==> config.mk <==
export PLATFORM = sky130hd
export DESIGN_NAME = periferico_bin2bcd_flat
export DESIGN_NICKNAME = d
export VERILOG_FILES = /design/src/rtl/periferico_bin2bcd_pkg.sv /design/src/rtl/periferico_bin2bcd_if.sv /design/src/rtl/periferico_bin2bcd_core.sv /design/src/rtl/periferico_bin2bcd.sv /design/src/flat_wrapper.sv
export SDC_FILE = /design/constraint.sdc
export NUM_CORES = 1
export LEC_CHECK = 0
export ABC_CLOCK_PERIOD_IN_PS = 2000
export CAP_MARGIN = 15
export CORE_UTILIZATION = 50
export CTS_CLUSTER_DIAMETER = 30
export CTS_CLUSTER_SIZE = 30
export DETAILED_ROUTE_END_ITERATION = 10
export DONT_BUFFER_PORTS = 1
export GPL_TIMING_DRIVEN = 0
export PLACE_DENSITY = 0.68
export SETUP_SLACK_MARGIN = 0.05
export SYNTH_ARGS = -nofsm -noshare
export SYNTH_HDL_FRONTEND = slang
export SYNTH_HIERARCHICAL = 1
export SYNTH_SLANG_ARGS = --single-unit
==> constraint.sdc <==
create_clock -name CLK -period 2 [get_ports CLK]
set_input_delay 0.1 -clock CLK [delete_from_list [all_inputs] [get_ports CLK]]
set_output_delay 0.1 -clock CLK [all_outputs]
set_load 0.02 [all_outputs]
==> src/rtl/periferico_bin2bcd_pkg.sv <==
// periferico_bin2bcd_pkg: register map, FSM encoding and digit helper for the BCD converter
package periferico_bin2bcd_pkg;

    localparam int WIDTH_DEF = 16;
    localparam int NDIG_DEF  = 5;

    localparam logic [4:0] ADDR_VAL    = 5'h04;
    localparam logic [4:0] ADDR_START  = 5'h0C;
    localparam logic [4:0] ADDR_BCD_LO = 5'h10;
    localparam logic [4:0] ADDR_BCD_HI = 5'h14;
    localparam logic [4:0] ADDR_STATUS = 5'h18;

    localparam logic [1:0] S_IDLE  = 2'd0;
    localparam logic [1:0] S_SHIFT = 2'd1;
    localparam logic [1:0] S_DONE  = 2'd2;

    // Double-dabble correction: a digit of 5 or more would overflow past 9 when doubled
    function automatic logic [3:0] add3(input logic [3:0] d);
        return (d >= 4'd5) ? d + 4'd3 : d;
    endfunction

endpackage

==> src/rtl/periferico_bin2bcd_if.sv <==
// periferico_bin2bcd_if: calculator peripheral bus (chip select, address, strobes, data)
interface periferico_bin2bcd_if;

    logic        cs;
    logic [4:0]  addr;
    logic        rd;
    logic        wr;
    logic [15:0] d_in;
    logic [15:0] d_out;

    modport master (output cs, addr, rd, wr, d_in, input d_out);
    modport slave  (input cs, addr, rd, wr, d_in, output d_out);

endinterface

==> src/rtl/periferico_bin2bcd_core.sv <==
// periferico_bin2bcd_core: sequential double-dabble, one operand bit per clock
module periferico_bin2bcd_core
    import periferico_bin2bcd_pkg::*;
#(
    parameter int WIDTH = WIDTH_DEF,
    parameter int NDIG  = NDIG_DEF
) (
    input  logic                CLK,
    input  logic                reset,
    input  logic                start,
    input  logic [WIDTH-1:0]    bin,
    output logic                busy,
    output logic                done,
    output logic [4*NDIG-1:0]   bcd
);

    localparam int CW = $clog2(WIDTH);

    logic [1:0]          state;
    logic [WIDTH-1:0]    sh;
    logic [4*NDIG-1:0]   acc;
    logic [4*NDIG-1:0]   adj;
    logic [4*NDIG-1:0]   acc_nxt;
    logic [CW-1:0]       cnt;

    for (genvar i = 0; i < NDIG; i++) begin : g_dig
        assign adj[4*i +: 4] = add3(acc[4*i +: 4]);
    end

    // Corrected accumulator shifted left with the next operand bit entering at the bottom
    assign acc_nxt = {adj[4*NDIG-2:0], sh[WIDTH-1]};

    // FSM: accept a start outside SHIFT, run WIDTH shifts, publish the result only on the last one
    always_ff @(posedge CLK) begin
        if (!reset) begin
            state <= S_IDLE;
            sh    <= '0;
            acc   <= '0;
            cnt   <= '0;
            busy  <= 1'b0;
            done  <= 1'b0;
            bcd   <= '0;
        end else if (state != S_SHIFT) begin
            if (start) begin
                sh    <= bin;
                acc   <= '0;
                cnt   <= CW'(WIDTH - 1);
                busy  <= 1'b1;
                done  <= 1'b0;
                state <= S_SHIFT;
            end
        end else begin
            sh  <= {sh[WIDTH-2:0], 1'b0};
            acc <= acc_nxt;
            cnt <= cnt - 1'b1;
            if (cnt == '0) begin
                bcd   <= acc_nxt;
                busy  <= 1'b0;
                done  <= 1'b1;
                state <= S_DONE;
            end
        end
    end

endmodule

==> src/rtl/periferico_bin2bcd.sv <==
// periferico_bin2bcd: bus-mapped binary-to-BCD converter (VAL register, decode, read mux)
module periferico_bin2bcd
    import periferico_bin2bcd_pkg::*;
#(
    parameter int WIDTH = WIDTH_DEF,
    parameter int NDIG  = NDIG_DEF
) (
    input  logic                 CLK,
    input  logic                 reset,
    periferico_bin2bcd_if.slave  bus
);

    logic [WIDTH-1:0]  val;
    logic [4*NDIG-1:0] bcd;
    logic              busy;
    logic              done;
    logic              start;
    logic              rd_hit;
    logic [15:0]       rd_data;

    assign start = bus.cs && bus.wr && (bus.addr == ADDR_START) && bus.d_in[0];

    periferico_bin2bcd_core #(.WIDTH(WIDTH), .NDIG(NDIG)) u_core (
        .CLK   (CLK),
        .reset (reset),
        .start (start),
        .bin   (val),
        .busy  (busy),
        .done  (done),
        .bcd   (bcd)
    );

    // Operand register; writable while busy since the core keeps its own shift copy
    always_ff @(posedge CLK) begin
        if (!reset)
            val <= '0;
        else if (bus.cs && bus.wr && bus.addr == ADDR_VAL)
            val <= bus.d_in[WIDTH-1:0];
    end

    // Read decode; rd_hit flags mapped addresses so unmapped reads leave d_out alone
    always_comb begin
        rd_hit  = 1'b1;
        rd_data = '0;
        case (bus.addr)
            ADDR_VAL:    rd_data = 16'(val);
            ADDR_BCD_LO: rd_data = bcd[15:0];
            ADDR_BCD_HI: rd_data = 16'(bcd[4*NDIG-1:16]);
            ADDR_STATUS: rd_data = {14'b0, busy, done};
            default:     rd_hit  = 1'b0;
        endcase
    end

    // Registered read data, one cycle after the strobe
    always_ff @(posedge CLK) begin
        if (!reset)
            bus.d_out <= '0;
        else if (bus.cs && bus.rd && rd_hit)
            bus.d_out <= rd_data;
    end

endmodule

==> src/flat_wrapper.sv <==
// flat-port wrapper written by rule: the top's interface ports become plain ports
module periferico_bin2bcd_flat import periferico_bin2bcd_pkg::*;
#(
    parameter int WIDTH = WIDTH_DEF,
    parameter int NDIG  = NDIG_DEF
)
  (CLK, reset, bus_cs, bus_addr, bus_rd, bus_wr, bus_d_in, bus_d_out);
  periferico_bin2bcd_if bus_i ();
  input  logic CLK;
  input  logic reset;
  input wire logic [$bits(bus_i.cs)-1:0] bus_cs;
  input wire logic [$bits(bus_i.addr)-1:0] bus_addr;
  input wire logic [$bits(bus_i.rd)-1:0] bus_rd;
  input wire logic [$bits(bus_i.wr)-1:0] bus_wr;
  input wire logic [$bits(bus_i.d_in)-1:0] bus_d_in;
  output wire logic [$bits(bus_i.d_out)-1:0] bus_d_out;
  assign bus_i.cs = bus_cs;
  assign bus_i.addr = bus_addr;
  assign bus_i.rd = bus_rd;
  assign bus_i.wr = bus_wr;
  assign bus_i.d_in = bus_d_in;
  assign bus_d_out = bus_i.d_out;
  periferico_bin2bcd #(.WIDTH(WIDTH), .NDIG(NDIG)) u_core (.CLK(CLK), .reset(reset), .bus(bus_i));
endmodule
* Yosys cells after proc, flatten, opt, wreduce, memory -nomap -nowiden
Index checks and enable logic that the tools add are counted.
Storage, ports and cells: register bits after elaboration 96, bits of input ports 26, output and inout bits 16, word-level logic and storage cells 63
Cells by class: $add $sub $neg 6, magnitude comparators 5, equal/unequal tests 7, muxes and demuxes 22, bitwise logic cells 1, reduce and logical (&&, ||, !) cells 12
Operator list (count):
- $pmux 16 s4 | 1
- $mux 20 | 2
- $mux 16 | 2
- $mux 4 | 6
- $ge 4x3->1 const B | 5
- $add 4x2->4 const B | 4
- $eq 5x5->1 const B | 3
- $mux 1 | 7
- $logic_and 1x1->1 | 6
- $mux 2 | 3
- $reduce_and 2->1 | 3
- $eq 5x3->1 const B | 1
- $eq 5x4->1 const B | 1
- $logic_not 4->1 | 1
- $reduce_or 4->1 | 1
- $sub 4x1->4 const B | 1
- $add 3x2->3 const B | 1
- $mux 3 | 1
- $ne 2x1->1 const B | 1
- $ne 2x2->1 const B | 1
- $reduce_bool 2->1 | 1
- $not 1->1 | 1

* Logic depth before layout (Yosys ltp)
depth in word-level cells 5, mapped depth 8, gate-level depth less buffers 6

* Hierarchy
Netlist, hierarchy kept.
Modules (own cells, without submodules):
- periferico_bin2bcd_core | times used 1, cells an instance 296, area each 2763.9 sq um, seq. area each 1241.2 sq um
- periferico_bin2bcd | times used 1, cells an instance 199, area each 1735.4 sq um, seq. area each 640.6 sq um

* Worst setup path after synthesis
No wires, ideal clock.
kind in2reg, start point input bus_addr[2], end point register u_core.u_core.acc[10], setup time 127 ps, data arrival time 1511 ps, data required time 1873 ps, setup slack 362 ps, stages 8, buffers on the path 4, cell sequence buf_2 -> and4b_1 -> clkbuf_1 -> and3_1 -> buf_2 -> nor2_1 -> buf_2 -> o2bb2ai_1
On the way: word-level cells in the longest chain between the ends 4
Ends and longest elaborated chain:
- start: declaration | line flat_wrapper.sv:12 | input wire logic [$bits(bus_i.addr)-1:0] bus_addr;
- $eq 5x4->1 | line periferico_bin2bcd.sv:21 | assign start = bus.cs && bus.wr && (bus.addr == ADDR_START) && bus.d_in[0];
- $logic_and 1x1->1 (2 in a row) | line periferico_bin2bcd.sv:21
- net u_core.start | line periferico_bin2bcd.sv:17 | logic start;
- $ne 2x2->1 (no source line)
- end signal: assignment | line periferico_bin2bcd_core.sv:54 | acc <= acc_nxt;
- end: declaration | line periferico_bin2bcd_core.sv:21 | logic [4*NDIG-1:0] acc;
The timed path passes the listed nets, and every way through them passes these cells. A chain may end at the register's enable or synchronous reset.

* Worst setup path after layout
start point input bus_addr[0], end point register u_core.u_core.acc[18]
The elaborated chain is that of the path after synthesis.

==> impl_metrics.py <==
metrics = {
    "synth": {
        "synthDistinctLibCells": 48,
        "ys_seq_area_frac": 0.418,
        "synth_top_family_by_area": "compound AO/OA/AOI/OAI gates",
        "synth_area_leaders": "dfxtp_1, a21oi_1, o21ai_0, nand3b_1, mux2i_1",
        "yosysMostFrequentCell": "dfxtp_1",
        "netlist_instances": 495,
        "syn_area_um2": 4500,
        "synth_fa_ha_area_frac": 0.0306,
        "muxShareOfSynthArea": 0.0603,
        "synth-compound-area-share": 0.244,
        "ys_seq_elements": 94,
        "synth_top_area_frac": 0.418,
        "synth_fp_nets": 532,
        "synthXorXnorAreaFrac": 0.00973,
        "synth_edf_count": 0,
        "yosys.area.top_type": "dfxtp_1",
        "async_flop_share": 0,
        "synth_common_cells": "dfxtp_1, a21oi_1, o21ai_0, nor2_1, nand3_1",
        "syn_avg_cell_area_um2": 9.09,
        "synthFlopType": "dfxtp_1",
        "yosys_warnings": 6,
        "synth_simple_gate_area_share": 0.174,
    },
    "status": {
        "status": "complete, no violations",
    },
    "route": {
        "wl_mm": 11.7,
        "viasPerCell": 6.05,
        "drt_iter0_drc": 234,
        "dr_wl_met3_um": 496,
        "avgRoutedWirePerCell_um": 18.2,
        "drt-met1-wl_mm": 5.58,
        "dr_wl_met2_mm": 5.36,
        "drc": 0,
        "vias": 3888,
        "dr.pass1.iters": 5,
        "top_layer": "met4",
        "drtAntennaViolNets": 0,
    },
    "critical_path": {
        "crit_path_start_kind": "input pin",
        "path_max_fanout": 10,
        "crit_type": "in2reg",
        "endpoint_kind": "flip-flop",
        "required_ps": 2230,
        "critPathArrivalTime_ps": 2050,
    },
    "sta": {
        "rsz0062_at_grt": "no",
        "clock_skew_ps": 11.9,
        "fin_crit_sh": 0.912,
        "worst_pin_slew_ps": 688,
        "slew_viol_final": 0,
        "fmaxAchievable_mhz": 548,
        "fin_crit_ps": 1820,
        "relSlewSlack": 0.539,
        "fin_hold_ws_ps": 18.7,
        "setup_ws_ps": 176,
        "setup_viol": 0,
        "hold_violations": 0,
    },
    "layout": {
        "multiInputGateArea_um2": 2330,
        "nNetsFinal": 567,
        "antenna_cells": 0,
        "area_growth_syn_to_layout_pct": 13.2,
        "fin_util": 0.584,
        "seq_area_um2": 1880,
        "num-fill-cells": 776,
        "final_cells": 643,
        "drive_gt1_frac": 0.123,
    },
    "clocking": {
        "cts.htree.levels": 3,
        "clk_transition_reported_paths_ps": 80,
        "cts-resized-gates": 0,
        "clock_sinks": 94,
        "clock_latency_ps": 360,
        "cts_root_buf": "clkbuf_8",
        "clk_path_buf_depth": 2,
        "postCtsSetupBuffers": 0,
        "cts_tree": "done",
        "cts_made_buffers": 9,
        "ctsHoldBuffers": 24,
    },
    "placed_design": {
        "port_buffers": 0,
        "gp_congestion": 0.909,
        "place_ws_ps": -55.7,
        "dpl.cell_count": 603,
        "dp_hpwl_mm": 8.31,
    },
    "run": {
        "cap_violations": 0,
    },
    "min_path": {
        "hold_class": "in2reg",
    },
    "floorplan": {
        "initial_core_util": 0.516,
        "num_rows": 34,
        "dieWidth_um": 96.9,
        "die_h_um": 96.9,
        "coreArea_um2": 8720,
        "ios": 42,
        "die-area_um2": 9380,
    },
    "power": {
        "leakage_nw": 1.69,
        "total_power_mw": 3.41,
        "vdd_drop_max_mv": 0.345,
        "power_density_nw_per_um2": 670,
    },
    "global_route": {
        "grt_pass1_wl_mm": 19.4,
        "grt_max_degree": 17,
        "grt_pass1_vias": 3910,
        "grt-ovfl-total": 0,
        "antenna_found_initial": 0,
        "grt_usage": 0.262,
    },
}
-- through the flow --
step / setup TNS (ps) / cell area [um2]
floorplan: 0 / 4500
global placement: -661 / 4630
detailed placement: -491 / 4630
CTS: 0 / 5090
global route: 0 / 5090
finish: 0 / 5090
-- metal layers --
layer  GRT usage  vias to the layer above
li1            -                     1883
met1       0.352                     1859
met2       0.411                      115
met3      0.0419                       31
met4       0.122                        0
met5           0                        -
-- critical path, cell delays in order --
cell and delay [ps]:
dlygate4sd3_1 560, nor3b_1 320, and3_1 250, buf_2 290
nor2_1 160, buf_2 230, o2bb2ai_1 140
-- cell usage in the layout, fill, tap and decap left out, types with 17 or more instances in the layout --
| cell type | instances |
|---|---|
| o21ai_0 | 41 |
| nand2_1 | 24 |
| dlygate4sd3_1 | 24 |
| a21oi_1 | 50 |
| nor2_1 | 26 |
| nand3_1 | 25 |
| mux2i_1 | 17 |
| dfxtp_1 | 94 |
| nand3b_1 | 24 |
| a211oi_1 | 18 |
-- power by group --
| group | total, mW | switching (mW) | internal [mW] |
|---|---|---|---|
| Clock | 1.34 | 0.685 | 0.658 |
| Sequential | 1.88 | 0.00634 | 1.88 |
| Combinational | 0.185 | 0.112 | 0.0725 |
-- state kept, by name, indices dropped and copies added (netlist names) --
signal / flops
u_core/u_core/cnt: 4
u_core/bus.d_out: 16
u_core/u_core/done: 1
u_core/u_core/bcd: 20
u_core/u_core/sh: 16
u_core/u_core/state: 1
u_core/u_core/acc: 20
u_core/val: 16
-- logic make-up after synthesis --
kind of cell,Yosys count
simple gates,138
compound gates,168
flops,94
fa+ha+maj,11
buf+inv,53
mux,26
xor+xnor,5
-- worst paths after layout --
kind	slack (ps)	from	cells after the start	to
worst max-delay path	180	bus_addr[0]	7	u_core/u_core/acc[18]$_SDFFE_PN0P_
worst min-delay path	20	bus_addr[0]	3	u_core/bus.d_out[0]$_SDFFE_PN0P_
worst max register to register	330	u_core/u_core/acc[0]$_SDFFE_PN0P_	6	u_core/u_core/bcd[2]$_SDFFE_PN0P_
worst min register to register	480	u_core/u_core/bcd[1]$_SDFFE_PN0P_	2	u_core/u_core/bcd[1]$_SDFFE_PN0P_
-- area by class of cell --
cell class / count / share of cell area
multi-input combinational: 348 / 0.458
sequential: 94 / 0.370
timing repair buffer: 24 / 0.0472
buffer: 39 / 0.0455
clock buffer: 11 / 0.0297
tap: 108 / 0.0265
clock inverter: 5 / 0.0128
inverter: 14 / 0.0103
(Power assumes the default switching activity.)
